==> src/rtl/elev_pkg.sv <==
// elev_pkg: shared floor count, floor code type and arbiter state encoding.
package elev_pkg;
    localparam int NUM_FLOORS = 7;
    typedef logic [2:0] floor_t;
    typedef enum logic {IDLE = 1'b0, OFFER = 1'b1} state_t;
endpackage

==> src/rtl/btn_debounce.sv <==
// btn_debounce: 2-flop synchronizer plus counting debouncer for one button, with a registered rise pulse.
module btn_debounce #(
    parameter int DEBOUNCE_CYCLES = 20000
) (
    input  logic clk,
    input  logic rst,
    input  logic btn,
    output logic rise
);
    localparam int CW = $clog2(DEBOUNCE_CYCLES + 1);
    logic [1:0]    sync_q;
    logic [CW-1:0] cnt_q;
    logic          level_q;
    logic          rise_q;
    logic          differ;
    logic          done;
    assign differ = sync_q[1] != level_q;
    // the level flips on the edge that completes the N-th consecutive differing cycle
    assign done   = differ && cnt_q == CW'(DEBOUNCE_CYCLES - 1);
    assign rise   = rise_q;
    always_ff @(posedge clk or posedge rst) begin
        if (rst) begin
            sync_q  <= '0;
            cnt_q   <= '0;
            level_q <= 1'b0;
            rise_q  <= 1'b0;
        end else begin
            sync_q  <= {sync_q[0], btn};
            cnt_q   <= differ && !done ? cnt_q + 1'b1 : '0;
            level_q <= done ? sync_q[1] : level_q;
            rise_q  <= done && sync_q[1];
        end
    end
endmodule

==> src/rtl/floor_request_encoder.sv <==
// floor_request_encoder: debounced call buttons latched into pending requests, offered round-robin on a valid/ready port.
// Optional CUR_FLOOR_FILTER_EN adds cur_floor and suppresses presses for the floor the car is at.
module floor_request_encoder #(
    parameter int DEBOUNCE_CYCLES = 20000,
    parameter int NUM_FLOORS      = elev_pkg::NUM_FLOORS
) (
    input  logic                  clk,
    input  logic                  rst,
    input  logic [NUM_FLOORS-1:0] btn,
`ifdef CUR_FLOOR_FILTER_EN
    input  logic [2:0]            cur_floor,
`endif
    input  logic                  req_ready,
    output logic                  req_valid,
    output logic [2:0]            req_floor,
    output logic [NUM_FLOORS-1:0] pending
);
    import elev_pkg::*;
    state_t                state_q;
    floor_t                floor_q;
    floor_t                last_q;
    floor_t                sel;
    floor_t                idx;
    logic [NUM_FLOORS-1:0] pend_q;
    logic [NUM_FLOORS-1:0] pend_d;
    logic [NUM_FLOORS-1:0] rise;
    logic [NUM_FLOORS-1:0] mask;
    logic [NUM_FLOORS-1:0] clr;
    logic                  accept;
    for (genvar i = 0; i < NUM_FLOORS; i++) begin : g_btn
        btn_debounce #(.DEBOUNCE_CYCLES(DEBOUNCE_CYCLES)) u_db (
            .clk  (clk),
            .rst  (rst),
            .btn  (btn[i]),
            .rise (rise[i])
        );
    end
`ifdef CUR_FLOOR_FILTER_EN
    assign mask = cur_floor != 3'd0 ? NUM_FLOORS'(1) << (cur_floor - 3'd1) : '0;
`else
    assign mask = '0;
`endif
    assign accept    = state_q == OFFER && req_ready;
    assign clr       = accept ? NUM_FLOORS'(1) << (floor_q - 3'd1) : '0;
    // set after clear so a fresh press landing on the accept edge survives
    assign pend_d    = (pend_q & ~clr) | (rise & ~mask);
    assign req_valid = state_q == OFFER;
    assign req_floor = floor_q;
    assign pending   = pend_q;
    always_comb begin
        sel = '0;
        idx = '0;
        for (int k = NUM_FLOORS; k >= 1; k--) begin
            idx = 3'((int'(last_q) + k - 1) % NUM_FLOORS);
            if (pend_q[idx]) sel = idx + 3'd1;
        end
    end
    always_ff @(posedge clk or posedge rst) begin
        if (rst) begin
            state_q <= IDLE;
            floor_q <= '0;
            last_q  <= floor_t'(NUM_FLOORS);
            pend_q  <= '0;
        end else begin
            pend_q <= pend_d;
            if (state_q == IDLE && |pend_q) begin
                state_q <= OFFER;
                floor_q <= sel;
            end else if (accept) begin
                state_q <= IDLE;
                last_q  <= floor_q;
            end
        end
    end
endmodule

==> config.mk <==
export PLATFORM = sky130hd
export DESIGN_NAME = floor_request_encoder
export DESIGN_NICKNAME = d
export VERILOG_FILES = /design/src/rtl/elev_pkg.sv /design/src/rtl/btn_debounce.sv /design/src/rtl/floor_request_encoder.sv
export SDC_FILE = /design/constraint.sdc
export NUM_CORES = 1
export LEC_CHECK = 0
export CAP_MARGIN = 30
export CORE_AREA = 2 2 181 183
export DETAILED_ROUTE_END_ITERATION = 8
export DIE_AREA = 0 0 183 185
export HOLD_SLACK_MARGIN = 0.02
export SETUP_SLACK_MARGIN = 0.5
export SYNTH_ARGS = -nofsm -noshare
export SYNTH_HDL_FRONTEND = slang
export SYNTH_SLANG_ARGS = --single-unit
==> constraint.sdc <==
create_clock -name clk -period 10.38 [get_ports clk]
set_input_delay 1.038 -clock clk [delete_from_list [all_inputs] [get_ports clk]]
set_output_delay 1.038 -clock clk [all_outputs]
set_load 0.05 [all_outputs]
== Word level (Yosys, flattened, before mapping) ==
Index checks and enable logic that the tools add are counted.

* $add $sub $neg: 29
* Divide/modulo/power cells: 7
* $lt $le $gt $ge: 7
* Equal/unequal tests: 14
* Shift-type cells: 1
* Muxes and demuxes: 31
* Bitwise gates (word level): 5
* Reduce and logical (&&, ||, !) cells: 33

{| class="wikitable"
|+ Operators with widths
! kind !! count
|-
| $mod 32x4->32 const B || 7
|-
| $add 15x1->15 const B || 7
|-
| $eq 15x15->1 const B || 7
|-
| $mux 15 || 7
|-
| $sub 4x1->5 const B || 7
|-
| $lt 3x4->1 const B || 7
|-
| $logic_and 1x1->1 || 23
|-
| $add 3x1->3 const B || 7
|-
| $bmux 1 s3 || 7
|-
| $mux 3 || 7
|-
| $add 3x3->4 const B || 4
|-
| $mux 1 || 9
|-
| $add 3x2->4 const B || 2
|-
| $and 7x7->7 || 1
|-
| $logic_not 1->1 || 7
|-
| $mux 7 || 1
|-
| $ne 1x1->1 || 7
|-
| $not 7->7 || 1
|-
| $or 7x7->7 || 1
|-
| $reduce_or 7->1 || 1
|-
| $shl 1x3->7 const A || 1
|-
| $add 3x1->4 const B || 1
|-
| $sub 3x1->3 const B || 1
|-
| $not 1->1 || 2
|-
| 2 further kinds || 2
|}

* Register bits: 147
* Input bits: 10
* Output and inout bits: 11
* Logic and storage cells: 159

== Longest topological paths before layout ==
Gate-level depths: netlist (run 1).

* Word-level depth: 12
* Gate-level depth with buffers: 17
* Depth with buffers taken out: 16

== Modules after synthesis ==
Synthesis (run 1) repeated with hierarchy kept, for this count alone.

* Cells, all modules: 902
* Area total of the unflattened synthesis: 8,769.7 um^2

{| class="wikitable"
|+ By module, submodules not included
! module !! times used !! cells an instance !! area an instance (um^2) !! sequential area each (um^2)
|-
| btn_debounce || 7 || 84 || 884.6 || 475.5
|-
| floor_request_encoder || 1 || 314 || 2,577.5 || 354.1
|}

== Worst setup path before layout (run 1) ==
No wires, ideal clock.

* Kind: register -> register
* From: reg last_q[0]
* To: reg floor_q[0], in the netlist req_floor[0]
* Setup time: 129 ps
* Arrival time: 4,154 ps
* Required time: 10,251 ps
* Setup slack: 6,097 ps
* Cell stages (with the launch flop): 17
* Path buffers: 2
* Clock period less this slack: 4,283 ps
* Cell sequence: dfstp_2 buf_2 inv_1 buf_2 ha_1 inv_2 ha_1 ha_1 a211o_4 o211a_1 a32oi_1 xnor2_1 mux4_2 o22ai_4 nand4b_1 a311oi_1 o31ai_1

* Cells in the longest elaborated chain, start to end: 12
* Elaborated cells on any way between the ends: 49
* Classes of those cells: add/sub: 21; div: 7; mux: 21

{| class="wikitable"
|+ Ends and longest elaborated chain
! what !! RTL line !! RTL
|-
| from (decl) || floor_request_encoder.sv:21 || <nowiki>floor_t last_q;</nowiki>
|-
| from (signal assigned) || floor_request_encoder.sv:62 || <nowiki>last_q <= floor_t'(NUM_FLOORS);</nowiki>
|-
| from (signal assigned) || floor_request_encoder.sv:71 || <nowiki>last_q <= floor_q;</nowiki>
|-
| $add 3x3->4 || floor_request_encoder.sv:54 || <nowiki>idx = 3'((int'(last_q) + k - 1) % NUM_FLOORS);</nowiki>
|-
| $sub 4x1->5 || floor_request_encoder.sv:54 ||
|-
| $mod 32x4->32 || floor_request_encoder.sv:54 ||
|-
| $bmux 1 s3 || floor_request_encoder.sv:55 || <nowiki>if (pend_q[idx]) sel = idx + 3'd1;</nowiki>
|-
| $mux 1 (implied by the code) || floor_request_encoder.sv:55 ||
|-
| $mux 3 (6 in series) || floor_request_encoder.sv:55 ||
|-
| $mux 3 * || floor_request_encoder.sv:55 ||
|-
| to (signal assigned) || floor_request_encoder.sv:68 || <nowiki>floor_q <= sel;</nowiki>
|-
| to (decl) || floor_request_encoder.sv:20 || <nowiki>floor_t floor_q;</nowiki>
|}

Mark *: on every way between the ends. The rest lies on a longest branch, timed or not. The select of a mux whose other input is x is not followed.
A chain may end at the register's enable or synchronous reset.

== Final worst setup path (run 1) ==
Ends and elaborated chain as after synthesis.

==> results of run 1 <==
-- cell usage in the layout (no fill, tap or decap), types with 4 or more instances in the layout --
cell type	count
o21ai_0	19
clkinv_2	4
nor4_1	4
clkinv_4	4
nand2b_1	21
mux2_2	12
nor2_1	137
o31ai_1	9
nand4_1	35
inv_1	29
xnor2_1	46
dfrtp_1	144
mux4_2	4
and3_1	14
nand2_1	65
mux2i_1	15
a31oi_1	4
nor2b_1	5
a211oi_1	4
a21oi_1	21
clkdlybuf4s50_1	20
nor3_1	22
and2_1	5
ha_1	35
clkbuf_16	17
nor3b_1	10
xor2_1	69
a21o_1	7
nand3_1	49
nor4b_1	9
-- sequential cells by signal, indices dropped and copies added (netlist names) --
| name | cells |
|---|---|
| g_btn.u_db.cnt_q | 105 |
| g_btn.u_db.level_q | 7 |
| g_btn.u_db.rise | 7 |
| g_btn.u_db.sync_q | 14 |
| last_q | 3 |
| pending | 7 |
| req_floor | 3 |
| req_valid | 1 |
-- layer usage --
metal	track usage, %	wire, um	vias up	part of all wire, %
met2	17.2	8140	103	46
met4	3.49	127	0	0.72
li1	-	-	3139	-
met3	2.65	664	10	3.8
met5	0	0	-	0
met1	14.8	8590	2999	49
-- cell type report --
| cell class | count | area [um^2] | share of cell area [%] |
|---|---|---|---|
| Sequential cell | 147 | 3680 | 38.3 |
| Multi-Input combinational cell | 682 | 4550 | 47.3 |
| Tap cell | 408 | 510 | 5.30 |
| Clock buffer | 18 | 429 | 4.46 |
| Timing Repair Buffer | 21 | 208 | 2.16 |
| Inverter | 33 | 129 | 1.34 |
| Clock inverter | 12 | 110 | 1.14 |
-- power by group through the flow --
stage | registers, mW | logic, mW | clock network [mW]
finish | 0.591 | 0.0355 | 0.561
global route | 0.592 | 0.0427 | 0.609
CTS | 0.590 | 0.0374 | 0.579
detailed placement | 0.601 | 0.0372 | 0
global placement | 0.601 | 0.0368 | 0
floorplan | 0.599 | 0.0263 | 0
-- critical path: stages (launching register included) --
cell and delay (ns):
dfstp_2 1.02, inv_1 0.43, ha_1 0.76, inv_2 0.23, ha_1 0.24, ha_1 0.23, a211o_4 0.36, o211a_1 0.21
a32oi_1 0.18, xnor2_1 0.25, mux4_2 0.59, o22ai_4 0.23, nand4b_1 0.12, a311oi_1 0.31, o31ai_1 0.11
-- logic make-up (layout without fill, tap and decap cells) --
| group | count (synthesis) | count (layout) | share of synthesized area, % |
|---|---|---|---|
| AO/OA/AOI/OAI | 115 | 115 | 10.1 |
| multiplexers | 31 | 31 | 4.43 |
| buffers and inverters | 57 | 84 | 2.72 |
| XOR/XNOR | 115 | 115 | 11.9 |
| AND/OR/NAND/NOR | 386 | 386 | 22.2 |
| adder cells (fa/ha/maj) | 35 | 35 | 5.17 |
| flip-flops | 147 | 147 | 43.5 |
-- through the flow --
step           instance area, um^2  power [mW]  util (%)
6_report                      9620        1.19      30.0
2_1_floorplan                 8470       0.625         -
3_5_place_dp                  9080       0.638      28.4
5_1_grt                       9620        1.24      30.0
3_3_place_gp                  9080       0.637      28.4
4_1_cts                       9620        1.21      30.0
-- cells in the mapped netlist, types with 3 or more instances --
| cell type | instances | area, um^2 |
|---|---|---|
| a211o_1 | 3 | 26.3 |
| a211oi_1 | 4 | 30.0 |
| a21o_1 | 7 | 52.6 |
| a21oi_1 | 21 | 105 |
| a311oi_1 | 3 | 26.3 |
| a31o_2 | 3 | 26.3 |
| a31oi_1 | 4 | 25.0 |
| and2_1 | 5 | 31.3 |
| and3_1 | 14 | 87.6 |
| buf_2 | 7 | 35.0 |
| clkbuf_1 | 16 | 60.1 |
| dfrtp_1 | 144 | 3600 |
| dfstp_2 | 3 | 78.8 |
| ha_1 | 35 | 438 |
| inv_1 | 30 | 113 |
| mux2_2 | 12 | 135 |
| mux2i_1 | 15 | 150 |
| mux4_2 | 4 | 90.1 |
| nand2_1 | 65 | 244 |
| nand2b_1 | 21 | 131 |
| nand3_1 | 49 | 245 |
| nand4_1 | 35 | 219 |
| nor2_1 | 137 | 514 |
| nor2b_1 | 5 | 31.3 |
| nor3_1 | 22 | 110 |
| nor3b_1 | 10 | 75.1 |
| nor4_1 | 4 | 25.0 |
| nor4b_1 | 9 | 78.8 |
| o211ai_1 | 3 | 22.5 |
| o21a_1 | 3 | 22.5 |
| o21ai_0 | 19 | 95.1 |
| o31ai_1 | 9 | 67.6 |
| or3b_2 | 3 | 26.3 |
| xnor2_1 | 46 | 403 |
| xor2_1 | 69 | 604 |
-- worst paths after layout --
check	to	slack [ns]	depth (start not counted)
max in group asynchronous	g_btn[0].u_db.cnt_q[6]	8.05	3
min in group asynchronous	g_btn[6].u_db.cnt_q[11]	1.16	2
worst max-delay path	req_floor[0]	4.96	14
worst min register to register	g_btn[2].u_db.sync_q[1]	0.35	0
worst max register to register	req_floor[0]	4.96	14
worst min-delay path	g_btn[2].u_db.sync_q[1]	0.35	0
==> qor.csv, run 1 <==
metric,value,unit
fin_ws,4.96,ns
clk_latency,0.42,ns
insertedDiodeCount,0,
net-switching-power,0.266,mW
hold_viol,0,
required,10.67,ns
antenna_found_initial,0,
ys_ff_latch,147,
fin_crit_sh,52.2,%
h-tree-depth,4,
crit_path_start,last_q[0],
drv_cap,0,
dieWidth,183,um
cts_hold_buf,0,
crit_fanout,35,
die-area,33900,um^2
rsz0062_at_grt,no,
wl_per_cell,13.3,um
firstDrtPassIters,5,
leakagePower,4.08,nW
p_per_area,123,nW/um^2
clkPwrFrac,47.3,%
rows,66,
drcViolationCount,0,
worstSetupStartpointType,flip-flop,
ys_types,71,
skew,0.00509,ns
numCtsBuffers,17,
slew_viol_final,0,
async_flop_share,100,%
gp_congestion,0.843,
slew_headroom,43.1,%
vias,6251,
post_cts_buffers,0,
synth_edf_count,0,
start_util,26.4,%
grt_usage,10.9,%
cts_tree,yes,
combPwrFrac,3.0,%
clockRootBuffer,clkbuf_16,
place_inst,1291,
grt_max_degree,97,
synth.cell_area,8470,um^2
clockBufferDepth,2,
syn2layout_area_growth,13.7,%
post_cts_resized,0,
sw_frac_of_total,22.4,%
r2r-start,last_q[0],
final_cells,1321,
fillers,3340,
ys_dominant_reg_cell,dfrtp_1,
die_h,185,um
grt_pass1_vias,6130,
grt_first_pass_wirelength,30.0,mm
dpl_worst_slack,5.00,ns
boundaryPins,21,
layout.nets,947,
seq_area_frac_synth,43.5,%
final_layout_size_suffix_gt1_share,7.78,%
crit_type,flip-flop to flip-flop,
hold_class,flip-flop to flip-flop,
avgSynthCellArea,9.56,um^2
synth_nets,931,
dp_hpwl,12.0,mm
fmax,0.185,GHz
end_kind,flip-flop,
worstMarginPinSlew,0.853,ns
hold_path.startpoint,g_btn[2].u_db.sync_q[0],
vias_per_cell,4.73,
fin_crit,5.42,ns
p_int,0.922,mW
syn_inst,886,
whs,0.347,ns
p_seq_share,49.7,%
clk_pin_slew_worst_paths,0.06,ns
wl,17.5,mm
finalSetupViolCount,0,
crit_arrival,5.71,ns
port_buffers,20,
yosys_warnings,0,
ant_nets,0,
setup_tns,0,ns
peakVddDrop,0.112,mV
drtIter0Drc,325,
core,32000,um^2
cts_sinks,147,
status,finished clean,
grt-ovfl-total,0,
Power figures use the tool's default switching activity.
==> run 2: changes to the inputs <==
==> constraint.sdc (replaced) <==
create_clock -name clk -period 5.2 [get_ports clk]
set_input_delay 0.52 -clock clk [delete_from_list [all_inputs] [get_ports clk]]
set_output_delay 0.52 -clock clk [all_outputs]
set_load 0.05 [all_outputs]
==> qor.csv, run 2 (synthesis results as in run 1) <==
metric,value,unit,change
grt_pass1_vias,6324,,was 6130
cpPeakStageDelay,0.69,ns,was 1.02 ns
grt_max_degree,58,,was 97
p_seq_share,49.3,%,was 49.7%
boundaryPins,21,,unchanged
clk_pin_slew_worst_paths,0.06,ns,about the same
worstPathCellList,inv_1 > ha_2 > inv_2 > ha_1 > ha_1 > a211o_4 > o211a_1 > a32oi_1 > xnor2_1 > mux4_2 > o22ai_4 > nand4b_1 > a311oi_1 > o31ai_1,,was inv_1 > ha_1 > inv_2 > ha_1 > ha_1 > a211o_4 > o211a_1 > a32oi_1 > xnor2_1 > mux4_2 > o22ai_4 > nand4b_1 > a311oi_1 > o31ai_1
final_cell_mix,"dfrtp_1 (144), nor2_1 (137), xor2_1 (69), nand2_1 (65), nand3_1 (49)",,unchanged
insertedDiodeCount,0,,unchanged
cpMaxStageDelayCell,dfstp_2,,unchanged
grt_first_pass_wirelength,30.4,mm,was 30.0 mm
fin_crit_sh,83.1,%,was 52.2%
r2r_end,req_floor[0],,unchanged
end_kind,flip-flop,,unchanged
start_util,26.4,%,unchanged
dieWidth,183,um,unchanged
antenna_found_initial,0,,unchanged
sw_frac_of_total,20.8,%,was 22.4%
drcViolationCount,0,,unchanged
combPwrFrac,3.1,%,was 3.0%
finalSetupViolCount,0,,unchanged
crit_end,req_floor[0],,unchanged
worstMarginPinSlew,0.745,ns,was 0.853 ns
gp_congestion,0.834,,was 0.843
clockBufferDepth,2,,unchanged
crit_cells,14,,unchanged
crit_type,flip-flop to flip-flop,,unchanged
final_layout_size_suffix_gt1_share,7.73,%,was 7.78%
hold_class,flip-flop to flip-flop,,unchanged
h-tree-depth,4,,unchanged
slew_viol_final,0,,unchanged
die-area,33900,um^2,unchanged
drv_cap,0,,unchanged
port_buffers,20,,unchanged
rows,66,,unchanged
cp_top_family,compound AO/OA/AOI/OAI gates,,unchanged
crit_arrival,4.61,ns,was 5.71 ns
vias_per_cell,4.78,,was 4.73
layout.nets,951,,was 947
dp_hpwl,12.1,mm,was 12.0 mm
rsz0062_at_grt,no,,unchanged
numCtsBuffers,17,,unchanged
p_per_area,247,nW/um^2,was 123 nW/um^2
drtIter0Drc,344,,was 325
hold_viol,0,,unchanged
grt_usage,11.1,%,was 10.9%
net-switching-power,0.498,mW,was 0.266 mW
vias,6335,,was 6251
p_int,1.90,mW,was 0.922 mW
fmax,0.232,GHz,was 0.185 GHz
post_cts_buffers,0,,unchanged
ant_nets,0,,unchanged
leakagePower,4.11,nW,was 4.08 nW
grt-ovfl-total,0,,unchanged
firstDrtPassIters,5,,unchanged
crit_fanout,13,,was 35
setup_tns,0,ns,unchanged
path_buf_inv,2,,unchanged
fillers,3365,,was 3340
fin_crit,4.32,ns,was 5.42 ns
hold_depth,0,,unchanged
core,32000,um^2,unchanged
required,5.49,ns,was 10.67 ns
largest_reg_flops,105,,unchanged
final_common_cell,dfrtp_1,,unchanged
cp_common_cell,ha_1,,unchanged
peakVddDrop,0.227,mV,was 0.112 mV
die_h,185,um,unchanged
top_regs,"g_btn.u_db.cnt_q x105, g_btn.u_db.sync_q x14",,unchanged
regToRegSetupSlack,0.88,ns,was 4.96 ns
worstSetupStartpointType,flip-flop,,unchanged
crit_path_start,last_q[1],,was last_q[0]
skew,0.00625,ns,was 0.00509 ns
whs,0.348,ns,was 0.347 ns
cts_tree,yes,,unchanged
r2r_cells,14,,unchanged
status,finished clean,,unchanged
regArea,3680,um^2,unchanged
slew_headroom,50.3,%,was 43.1%
clkPwrFrac,47.6,%,was 47.3%
cts_sinks,147,,unchanged
r2r-start,last_q[1],,was last_q[0]
multi_input_area,4560,um^2,was 4550 um^2
regMostFlops,g_btn.u_db.cnt_q,,unchanged
wl_per_cell,13.3,um,about the same
clk_latency,0.42,ns,about the same
wl,17.7,mm,was 17.5 mm
syn2layout_area_growth,14.4,%,was 13.7%
clockRootBuffer,clkbuf_16,,unchanged
-- run 2: cell types whose count changed in the layout (fill, tap and decap cells not counted), sizes merged --
| cell | previous run | this run |
|---|---|---|
| clkbuf | 18 | 28 |
| clkinv | 9 | 1 |
| buf | 1 | 5 |
| inv | 34 | 32 |
| clkinvlp | 1 | 2 |
-- run 2: worst min-delay path by stage --
stage	startpoint	end
after floorplan	g_btn[0].u_db.sync_q[0]	g_btn[0].u_db.sync_q[1]
after global placement	g_btn[6].u_db.sync_q[0]	g_btn[6].u_db.sync_q[1]
after detailed placement	g_btn[6].u_db.sync_q[0]	g_btn[6].u_db.sync_q[1]
after CTS	g_btn[6].u_db.sync_q[0]	g_btn[6].u_db.sync_q[1]
after global routing	g_btn[6].u_db.sync_q[0]	g_btn[6].u_db.sync_q[1]
final	g_btn[6].u_db.sync_q[0]	g_btn[6].u_db.sync_q[1]
-- run 2: layout make-up --
type | count | area share, %
clock buffers | 28 | 5.23
clock inverters | 3 | 0.465
inverters | 33 | 1.33
multi-input cells | 682 | 47.0
flip-flops and latches | 147 | 38.0
well taps | 408 | 5.27
repair buffers | 25 | 2.66
-- run 2: per-stage QoR --
stage                     total power, mW  util [%]  cell area, um^2  std cells  setup WS [ns]
after detailed placement             1.28      28.5             9130       1295          0.850
after CTS                            2.44      30.2             9690       1326          0.838
after global placement               1.27      28.4             9110       1294          0.962
final                                2.39      30.2             9690       1326          0.881
after floorplan                      1.25         -             8470        886          0.734
after global routing                 2.50      30.2             9690       1326          0.510
-- run 2: repair_timing --
item / CTS / global route
gates resized for setup: 0 / 2
hold buffers: 0 / 0
hold endpoints to repair: 0 / 0
endpoints found under the setup margin: 0 / 1
-- run 2: worst register-to-register path, cell delays in order, from the launching register on --
cell and delay (ns):
dfstp_2 0.69, inv_1 0.19, ha_2 0.38, inv_2 0.10, ha_1 0.21, ha_1 0.23, a211o_4 0.36, o211a_1 0.21
a32oi_1 0.20, xnor2_1 0.26, mux4_2 0.59, o22ai_4 0.24, nand4b_1 0.12, a311oi_1 0.31, o31ai_1 0.11
-- run 2: power groups by stage --
stage	logic (mW)	registers [mW]	clock network (mW)
2_1_floorplan	0.0525	1.20	0
3_3_place_gp	0.0740	1.20	0
3_5_place_dp	0.0776	1.20	0
4_1_cts	0.0778	1.18	1.18
5_1_grt	0.0874	1.18	1.23
6_report	0.0740	1.18	1.14
-- run 2: metal layers --
layer  up-vias  wire length, um  part of all wire, %  track usage, %
met2       105             8380                   47            17.9
met5         -                0                    0               0
met4         0              271                  1.5            4.26
met3        25              548                  3.1            2.48
met1      3058             8470                   48            14.4
li1       3147                -                    -               -
